`src/rtl/ram64m_pkg.sv`:
```
// Shared definitions for RAM64M-based sequencers: primitive geometry,
// address/occupancy types and the wrapping pointer helper.
package ram64m_pkg;

  localparam int RAM64M_DEPTH         = 64;
  localparam int RAM64M_AW            = 6;
  localparam int RAM64M_BITS_PER_PRIM = 3;

  typedef logic [RAM64M_AW-1:0] ram64m_addr_t;
  typedef logic [RAM64M_AW:0]   ram64m_occ_t;

  // Advance a RAM pointer; the 6-bit width makes 63 -> 0 wrap implicit.
  function automatic ram64m_addr_t ram64m_ptr_inc(input ram64m_addr_t ptr);
    return ptr + 6'd1;
  endfunction

endpackage

```
`src/rtl/ram64m_fifo_outreg.sv`:
```
// Output register stage for RAM64M sequencers: captures the asynchronous
// RAM read data into a valid/ready holding register (first-word-fall-through).
// Reports 'load' so the owner can advance its read pointer and occupancy.
module ram64m_fifo_outreg #(
  parameter int DATA_W = 6
) (
  input  logic              clk,
  input  logic              clr,
  input  logic              avail,
  input  logic              m_ready,
  input  logic [DATA_W-1:0] rdata,
  output logic              load,
  output logic              m_valid,
  output logic [DATA_W-1:0] m_data
);

  logic              out_vld_r;
  logic [DATA_W-1:0] out_data_r;
  logic              load_s;

  // Refill whenever the RAM holds a word and the register is empty or draining.
  always_comb begin
    load_s = avail & (~out_vld_r | m_ready);
  end

  // Holding register: load from RAM, or drop valid when consumed without refill.
  always_ff @(posedge clk) begin
    if (clr) begin
      out_vld_r  <= 1'b0;
      out_data_r <= {DATA_W{1'b0}};
    end else if (load_s) begin
      out_vld_r  <= 1'b1;
      out_data_r <= rdata;
    end else if (out_vld_r & m_ready) begin
      out_vld_r  <= 1'b0;
    end else begin
      out_vld_r  <= out_vld_r;
    end
  end

  // Drive outputs straight from the registers.
  always_comb begin
    load    = load_s;
    m_valid = out_vld_r;
    m_data  = out_data_r;
  end

endmodule

```
`src/rtl/ram64m_fifo_ctrl.sv`:
```
// Sequencing controller for a 64-entry FIFO built on external RAM64M
// primitives (3 data bits per primitive on ports A/B/C). Owns the write port
// and the shared read address; total capacity is 64 RAM words plus one word
// in the output register. Full/empty is resolved by the occupancy counter only.
// Optional build macro RAM64M_FIFO_LEVEL_EN adds LEVEL (total words held) and
// a sticky OVF flag for push attempts while full.
module ram64m_fifo_ctrl
  import ram64m_pkg::*;
#(
  parameter int DATA_W    = 6,
  parameter int AFULL_THR = 56
) (
  input  logic                 CLK,
  input  logic                 RST,
  input  logic                 FLUSH,
  input  logic [DATA_W-1:0]    S_DATA,
  input  logic                 S_VALID,
  output logic                 S_READY,
  output logic [DATA_W-1:0]    M_DATA,
  output logic                 M_VALID,
  input  logic                 M_READY,
  output logic                 RAM_WE,
  output logic [RAM64M_AW-1:0] RAM_WADDR,
  output logic [DATA_W-1:0]    RAM_WDATA,
  output logic [RAM64M_AW-1:0] RAM_RADDR,
  input  logic [DATA_W-1:0]    RAM_RDATA,
  output logic                 AFULL
`ifdef RAM64M_FIFO_LEVEL_EN
  ,
  output logic [RAM64M_AW:0]   LEVEL,
  output logic                 OVF
`endif
);

  ram64m_addr_t wr_ptr_r;
  ram64m_addr_t rd_ptr_r;
  ram64m_occ_t  cnt_r;
  logic         clr_s;
  logic         s_ready_s;
  logic         push_s;
  logic         avail_s;
  logic         load_s;
  logic         m_valid_s;

  // Flush has exactly the same effect as reset.
  always_comb begin
    clr_s = RST | FLUSH;
  end

  // Push qualification from registered occupancy only (no path from M_READY).
  always_comb begin
    s_ready_s = (cnt_r != ram64m_occ_t'(RAM64M_DEPTH));
    push_s    = S_VALID & s_ready_s;
    avail_s   = (cnt_r != {(RAM64M_AW+1){1'b0}});
  end

  // RAM port and flag outputs.
  always_comb begin
    RAM_WE    = push_s;
    RAM_WADDR = wr_ptr_r;
    RAM_WDATA = S_DATA;
    RAM_RADDR = rd_ptr_r;
    S_READY   = s_ready_s;
    AFULL     = (cnt_r >= ram64m_occ_t'(AFULL_THR));
    M_VALID   = m_valid_s;
  end

  // Write/read pointers, each advancing on its own transfer.
  always_ff @(posedge CLK) begin
    if (clr_s) begin
      wr_ptr_r <= {RAM64M_AW{1'b0}};
      rd_ptr_r <= {RAM64M_AW{1'b0}};
    end else begin
      if (push_s) begin
        wr_ptr_r <= ram64m_ptr_inc(wr_ptr_r);
      end
      if (load_s) begin
        rd_ptr_r <= ram64m_ptr_inc(rd_ptr_r);
      end
    end
  end

  // RAM occupancy: push adds, load removes, both together cancel.
  always_ff @(posedge CLK) begin
    if (clr_s) begin
      cnt_r <= {(RAM64M_AW+1){1'b0}};
    end else begin
      case ({push_s, load_s})
        2'b10:   cnt_r <= cnt_r + 7'd1;
        2'b01:   cnt_r <= cnt_r - 7'd1;
        default: cnt_r <= cnt_r;
      endcase
    end
  end

  ram64m_fifo_outreg #(
    .DATA_W (DATA_W)
  ) u_outreg (
    .clk     (CLK),
    .clr     (clr_s),
    .avail   (avail_s),
    .m_ready (M_READY),
    .rdata   (RAM_RDATA),
    .load    (load_s),
    .m_valid (m_valid_s),
    .m_data  (M_DATA)
  );

`ifdef RAM64M_FIFO_LEVEL_EN
  logic ovf_r;

  // Sticky overflow: any push attempt while full, cleared only by reset/flush.
  always_ff @(posedge CLK) begin
    if (clr_s) begin
      ovf_r <= 1'b0;
    end else if (S_VALID & ~s_ready_s) begin
      ovf_r <= 1'b1;
    end else begin
      ovf_r <= ovf_r;
    end
  end

  // Total words held: RAM occupancy plus the output register.
  always_comb begin
    LEVEL = cnt_r + {{RAM64M_AW{1'b0}}, m_valid_s};
    OVF   = ovf_r;
  end
`endif

endmodule
```
`config.mk`:
```
export PLATFORM = sky130hd
export DESIGN_NAME = ram64m_fifo_ctrl
export DESIGN_NICKNAME = d
export VERILOG_FILES = /design/src/rtl/ram64m_pkg.sv /design/src/rtl/ram64m_fifo_outreg.sv /design/src/rtl/ram64m_fifo_ctrl.sv
export SDC_FILE = /design/constraint.sdc
export NUM_CORES = 1
export LEC_CHECK = 0
export BUFFER_PORTS_ARGS = -buffer_cell sky130_fd_sc_hd__buf_2
export CAP_MARGIN = 20
export CORE_ASPECT_RATIO = 1.25
export CORE_MARGIN = 3
export CORE_UTILIZATION = 45
export DETAILED_ROUTE_END_ITERATION = 6
export PLACE_DENSITY = 0.83
export SYNTH_ARGS = -nofsm -noshare
export SYNTH_HDL_FRONTEND = slang
export SYNTH_SLANG_ARGS = --single-unit
```
`constraint.sdc`:
```
create_clock -name CLK -period 3.1 [get_ports CLK]
set_input_delay 0.93 -clock CLK [delete_from_list [all_inputs] [get_ports CLK]]
set_output_delay 0.93 -clock CLK [all_outputs]
set_load 0.01 [all_outputs]
```
==> results of run 1 <==
## metal layers
layer / vias to the layer above / track usage [%] / share of wire [%]
li1: 641 / - / -
met5: - / 0 / 0
met3: 6 / 3.35 / 5.4
met1: 566 / 18.3 / 43
met2: 36 / 26.5 / 50
met4: 0 / 9.79 / 2.2
## worst max-delay path, delay by kind of cell, from the launching register on
family / cells / cell delay, ps
fa+ha+maj: 2 / 530
simple gates: 1 / 540
buf+inv: 2 / 240
compound gates: 4 / 950
flops: 1 / 360
mux: 1 / 130
## layout make-up
class                      count  area (um2)  area share, %
sequential                    26         520           31.1
multi-input combinational    114         807           48.2
timing repair buffer          39         213           12.7
clock buffer                   3        22.5           1.34
tap                           36        45.0           2.69
clock inverter                 1        30.0           1.79
inverter                      10        37.5           2.24
## kinds of logic after synthesis
family                   Yosys count  share of synthesized area (%)
buffers and inverters             22                           7.89
XOR/XNOR                           6                           3.68
adder cells (fa/ha/maj)            9                           8.42
multiplexers                       9                           6.32
flip-flops                        26                           36.5
AO/OA/AOI/OAI                     35                           17.6
AND/OR/NAND/NOR                   55                           19.6
## path summary, 6_finish.rpt
path,startpoint,to
worst max-delay path,cnt_r[5]$_SDFFE_PP0P_,cnt_r[6]$_SDFFE_PP0P_
worst min-delay path,RAM_WADDR[5]$_SDFFE_PP0P_,RAM_WADDR[5]$_SDFFE_PP0P_
worst max register to register,cnt_r[5]$_SDFFE_PP0P_,cnt_r[6]$_SDFFE_PP0P_
worst min register to register,RAM_WADDR[5]$_SDFFE_PP0P_,RAM_WADDR[5]$_SDFFE_PP0P_
## what timing repair did
action	in CTS	in global routing
buffers inserted	0	0
hold endpoints to repair	0	0
endpoints found under the setup margin	0	1
resized for setup	0	4
## power groups by stage
stage               registers, W  clock network, W  logic (W)
detailed placement      0.000462                 0    0.00109
global route            0.000463          0.000247    0.00125
CTS                     0.000455          0.000236    0.00110
floorplan               0.000466                 0   0.000864
finish                  0.000456          0.000227    0.00113
global placement        0.000458                 0    0.00108
## Yosys cell counts, types with 4 or more instances
library cell  number
dfxtp_1           26
nor2_1            20
a21oi_1           12
inv_1              9
mux2i_1            9
ha_1               8
buf_4              6
nand2_1            6
nand3_1            6
nand2b_1           5
clkbuf_1           4
or3_1              4
xnor2_1            4
## through the flow
| stage | power [W] | utilization (%) | hold WS [ps] | cell area, um2 |
|---|---|---|---|---|
| 2_1_floorplan | 0.00133 | - | 475 | 1430 |
| 6_report | 0.00181 | 56.4 | 492 | 1680 |
| 4_1_cts | 0.00179 | 55.9 | 494 | 1660 |
| 3_5_place_dp | 0.00155 | 54.1 | 471 | 1610 |
| 3_3_place_gp | 0.00154 | 54.1 | 467 | 1610 |
| 5_1_grt | 0.00196 | 56.4 | 525 | 1680 |
## registers in the layout, summed over array words and instances (netlist names)
register          cells
u_outreg.m_valid      1
RAM_WADDR             6
cnt_r                 7
u_outreg.m_data       6
RAM_RADDR             6
==> results_dict.tcl, run 1 <==
set metrics [dict create \
    overflow 0 \
    hold_viol 0 \
    worstSetupPathType "flop to flop" \
    rsz0062_at_grt "no" \
    cts_tree "built" \
    drt_wl_total_um 2970 \
    final_max_slew_viol_count 0 \
    hold_buffers 0 \
    fmax_mhz 351 \
    reg2reg_slack_ps 250 \
    ys_types 40 \
    fp.dieH_um 68.9 \
    cp_slowest_cell "or4_4" \
    fin_crit_ps 2850 \
    tns_ps 0 \
    clk-insertion-delay-late_ps 310 \
    row_count 22 \
    final_cell_mix "32 x buf_2, 26 x dfxtp_1, 20 x nor2_1, 12 x a21oi_1" \
    fin_nets 220 \
    cp-start-kind "flop" \
    status "completed" \
    p_clk_share_pct 12.5 \
    antenna_left 0 \
    antenna_found_initial 0 \
    die_area_um2 3890 \
    htreeDepth 1 \
    clock-sinks 26 \
    synth_seq_cells 26 \
    end_kind "flop" \
    finalWorstSetupSlack_ps 254 \
    cp_max_fo 6 \
    synthFlopType "dfxtp_1" \
    grt_pass1_vias 1159 \
    place_congestion 0.814 \
    postSynth.asyncResetShare_pct 0 \
    internal_power_w 0.00103 \
    clock_skew_ps 3.42 \
    hold_depth 2 \
    slowest_delay_ps 540 \
    share_comb_of_total_power_pct 62.3 \
    hpwl_um 2150 \
    firstDrtPassIters 4 \
    hold_path.class "flop to flop" \
    synth-edff-count 0 \
    grt_pass1_wl_um 4860 \
    clock-root-buffer "clkbuf_4" \
    path_common_cell "ha_1" \
    clk_pin_slew_ps 140 \
    leakage_nw 0.741 \
    io_buffers 32 \
    num_vias 1249 \
    nFillCells 266 \
    p_sw_w 0.000785 \
    synth_cells 162 \
    avgRoutedWirePerCell_um 13.0 \
    die_w_um 56.4 \
    pre_cts_slack_ps 91.3 \
    io_pins 45 \
    synth_nets 188 \
    r2r_cells 10 \
    clk_path_buf_depth 2 \
    path_cells "or4_4 > o41ai_4 > inv_2 > ha_1 > buf_4 > ha_1 > o21ai_1 > a2111oi_1 > a221oi_2 > mux2i_1" \
    drt_iter0_drc 55 \
    critPathRequiredTime_ps 3320 \
    grt_max_degree 28 \
    layout-drive-gt1-share_pct 26.9 \
    yosysWarnings 0 \
    synth_area_um2 1430 \
    slew_headroom_pct 65.5 \
    pwr-share-seq_pct 25.2 \
    cts_buffers 3 \
    coreArea_um2 2970 \
    vias_per_cell 5.45 \
    final_common_cell "buf_2" \
    peakVddDrop_mv 0.499 \
    pwr_density_cell_nw_per_um2 1080 \
    drc_errors 0 \
    finalSetupViolations 0 \
    synth.top_cell.area_share_pct 36.5 \
    p_sw_share_pct 43.3 \
    synth_seq_area_share_pct 36.5 \
    grt_use_total_pct 15.7 \
    start_util_pct 48.0 \
    yosysTopAreaCell "dfxtp_1" \
    fin_crit_sh_pct 91.8 \
    area_growth_pct 17.5 \
    tightest_slew_ps 518 \
    ys_top_cells_by_area "dfxtp_1 36%, ha_1 7.0%, mux2i_1 6.3%" \
    drv_cap 0 \
    arrival_ps 3060 \
    n_antenna_cell 0 \
    place_inst 225 \
    avgSynthCellArea_um2 8.80 \
    stdcell_count 229 \
]
Power figures use the tool's default switching activity.
==> run 2, diff against run 1 <==
REMOVE_ABC_BUFFERS = 1   (was not set)
==> results_dict.tcl, run 2 (synthesis results as in run 1) <==
set metrics [dict create \
    status "completed" \
    finalWorstSetupSlack_ps 106 \
    htreeDepth 1 \
    hold_buffers 0 \
    r2r_start "cnt_r[4]$_SDFFE_PP0P_" \
    tightest_slew_ps 521 \
    wl_met2_um 1530 \
    row_count 22 \
    place_congestion 0.941 \
    finalPower_w 0.00188 \
    clk_pin_slew_ps 150 \
    area_growth_pct 16.8 \
    final_common_cell "buf_2" \
    end_kind "flop" \
    fp.dieH_um 68.9 \
    avgRoutedWirePerCell_um 13.7 \
    max_flop_register "cnt_r" \
    antenna_found_initial 0 \
    seq_area_um2 520 \
    pre_cts_slack_ps 72.5 \
    grt_max_degree 28 \
    io_pins 45 \
    leakage_nw 0.732 \
    fin_crit_ps 2990 \
    wl_met3_um 164 \
    drc_errors 0 \
    layout-drive-gt1-share_pct 26.6 \
    m1WireLength_um 1400 \
    crit_start "cnt_r[4]$_SDFFE_PP0P_" \
    grt_pass1_wl_um 5020 \
    hold_depth 2 \
    pwr_density_cell_nw_per_um2 1130 \
    drv_cap 0 \
    cp_max_fo 6 \
    largest_register_ffs 7 \
    grt_pass1_vias 1148 \
    multiInputGateArea_um2 806 \
    cp-start-kind "flop" \
    io_buffers 32 \
    drt_iter0_drc 36 \
    drt_wl_total_um 3130 \
    grt_use_total_pct 16.3 \
    hold_viol 0 \
    nFillCells 276 \
    stdcell_count 228 \
    clock_skew_ps 3.27 \
    reg2reg_slack_ps 110 \
    clk_path_buf_depth 2 \
    worstHoldStart "RAM_WADDR[5]$_SDFFE_PP0P_" \
    reg2reg_to "cnt_r[6]$_SDFFE_PP0P_" \
    slew_headroom_pct 65.3 \
    n_antenna_cell 0 \
    overflow 0 \
    clock-root-buffer "clkbuf_4" \
    clk-insertion-delay-late_ps 320 \
    die_area_um2 3890 \
    r2r_cells 10 \
    vias_per_cell 5.55 \
    peakVddDrop_mv 0.826 \
    finalSetupViolations 0 \
    holdPathEnd "RAM_WADDR[5]$_SDFFE_PP0P_" \
    die_w_um 56.4 \
    place_inst 223 \
    firstDrtPassIters 4 \
    cts_buffers 3 \
    clock-sinks 26 \
    cts_tree "built" \
    fin_crit_sh_pct 96.6 \
    coreArea_um2 2970 \
    final_max_slew_viol_count 0 \
    hold_path.class "flop to flop" \
    arrival_ps 3260 \
    num_vias 1265 \
    worstSetupPathType "flop to flop" \
    fmax_mhz 334 \
    utilization_pct 56.1 \
    top_layer "met4" \
    start_util_pct 48.0 \
    fin_nets 219 \
    critPathRequiredTime_ps 3370 \
    antenna_left 0 \
    hpwl_um 2270 \
    final_cell_mix "32 x buf_2, 26 x dfxtp_1, 20 x nor2_1, 12 x a21oi_1" \
]
[run 2: changes by cell type in the layout (fill, tap and decap cells not counted)]
| cell | before | now |
|---|---|---|
| a2111oi_1 | 1 | 0 |
| a2111oi_2 | 0 | 1 |
| buf_4 | 7 | 6 |
| nor4_1 | 1 | 2 |
| nor4_2 | 1 | 0 |
[run 2: stage by stage]
stage	TNS [ps]	hold slack, ps	area (um2)
5_1_grt	-18.4	499	1670
4_1_cts	0	492	1650
6_report	0	490	1670
3_3_place_gp	0	468	1590
2_1_floorplan	0	475	1350
3_5_place_dp	0	471	1590
[run 2: layout make-up]
cell class	instances	area share, %
repair buffers	38	12.3
clock inverters	1	1.80
flip-flops and latches	26	31.2
multi-input cells	114	48.3
clock buffers	3	1.35
inverters	10	2.25
well taps	36	2.70
[run 2: routing by layer]
layer  vias up  global-route usage [%]
li1        632                       -
met1       591                    18.9
met2        38                    29.4
met3         4                    4.10
met4         0                    5.64
met5         -                       0
[run 2: worst max path at each step]
stage,to,slack (ps),cells after the start
after floorplan,cnt_r[6]$_SDFFE_PP0P_,10,10
after global placement,cnt_r[6]$_SDFFE_PP0P_,150,11
after detailed placement,cnt_r[6]$_SDFFE_PP0P_,70,11
after CTS,cnt_r[6]$_SDFFE_PP0P_,90,10
after global routing,cnt_r[6]$_SDFFE_PP0P_,-20,10
final,cnt_r[6]$_SDFFE_PP0P_,110,10
[run 2: worst max-delay path, cell delays in order (launching register included)]
cell and delay, ps:
dfxtp_1 390, or4_4 580, o41ai_4 390, inv_2 70
ha_1 240, buf_4 170, ha_1 350, a21oi_1 170
o22ai_1 120, a221oi_2 260, mux2i_1 200
[run 2: power breakdown]
| part | internal (W) | total, W | switching (W) |
|---|---|---|---|
| Combinational | 0.000524 | 0.00117 | 0.000647 |
| Clock | 0.000131 | 0.000237 | 0.000106 |
| Sequential | 0.000397 | 0.000469 | 0.0000724 |
| Total | 0.00105 | 0.00188 | 0.000825 |
[run 2: repair_timing]
item                       in CTS  in global routing
buffers inserted                0                  1
setup endpoints to repair       0                  1
resized for setup               0                  4
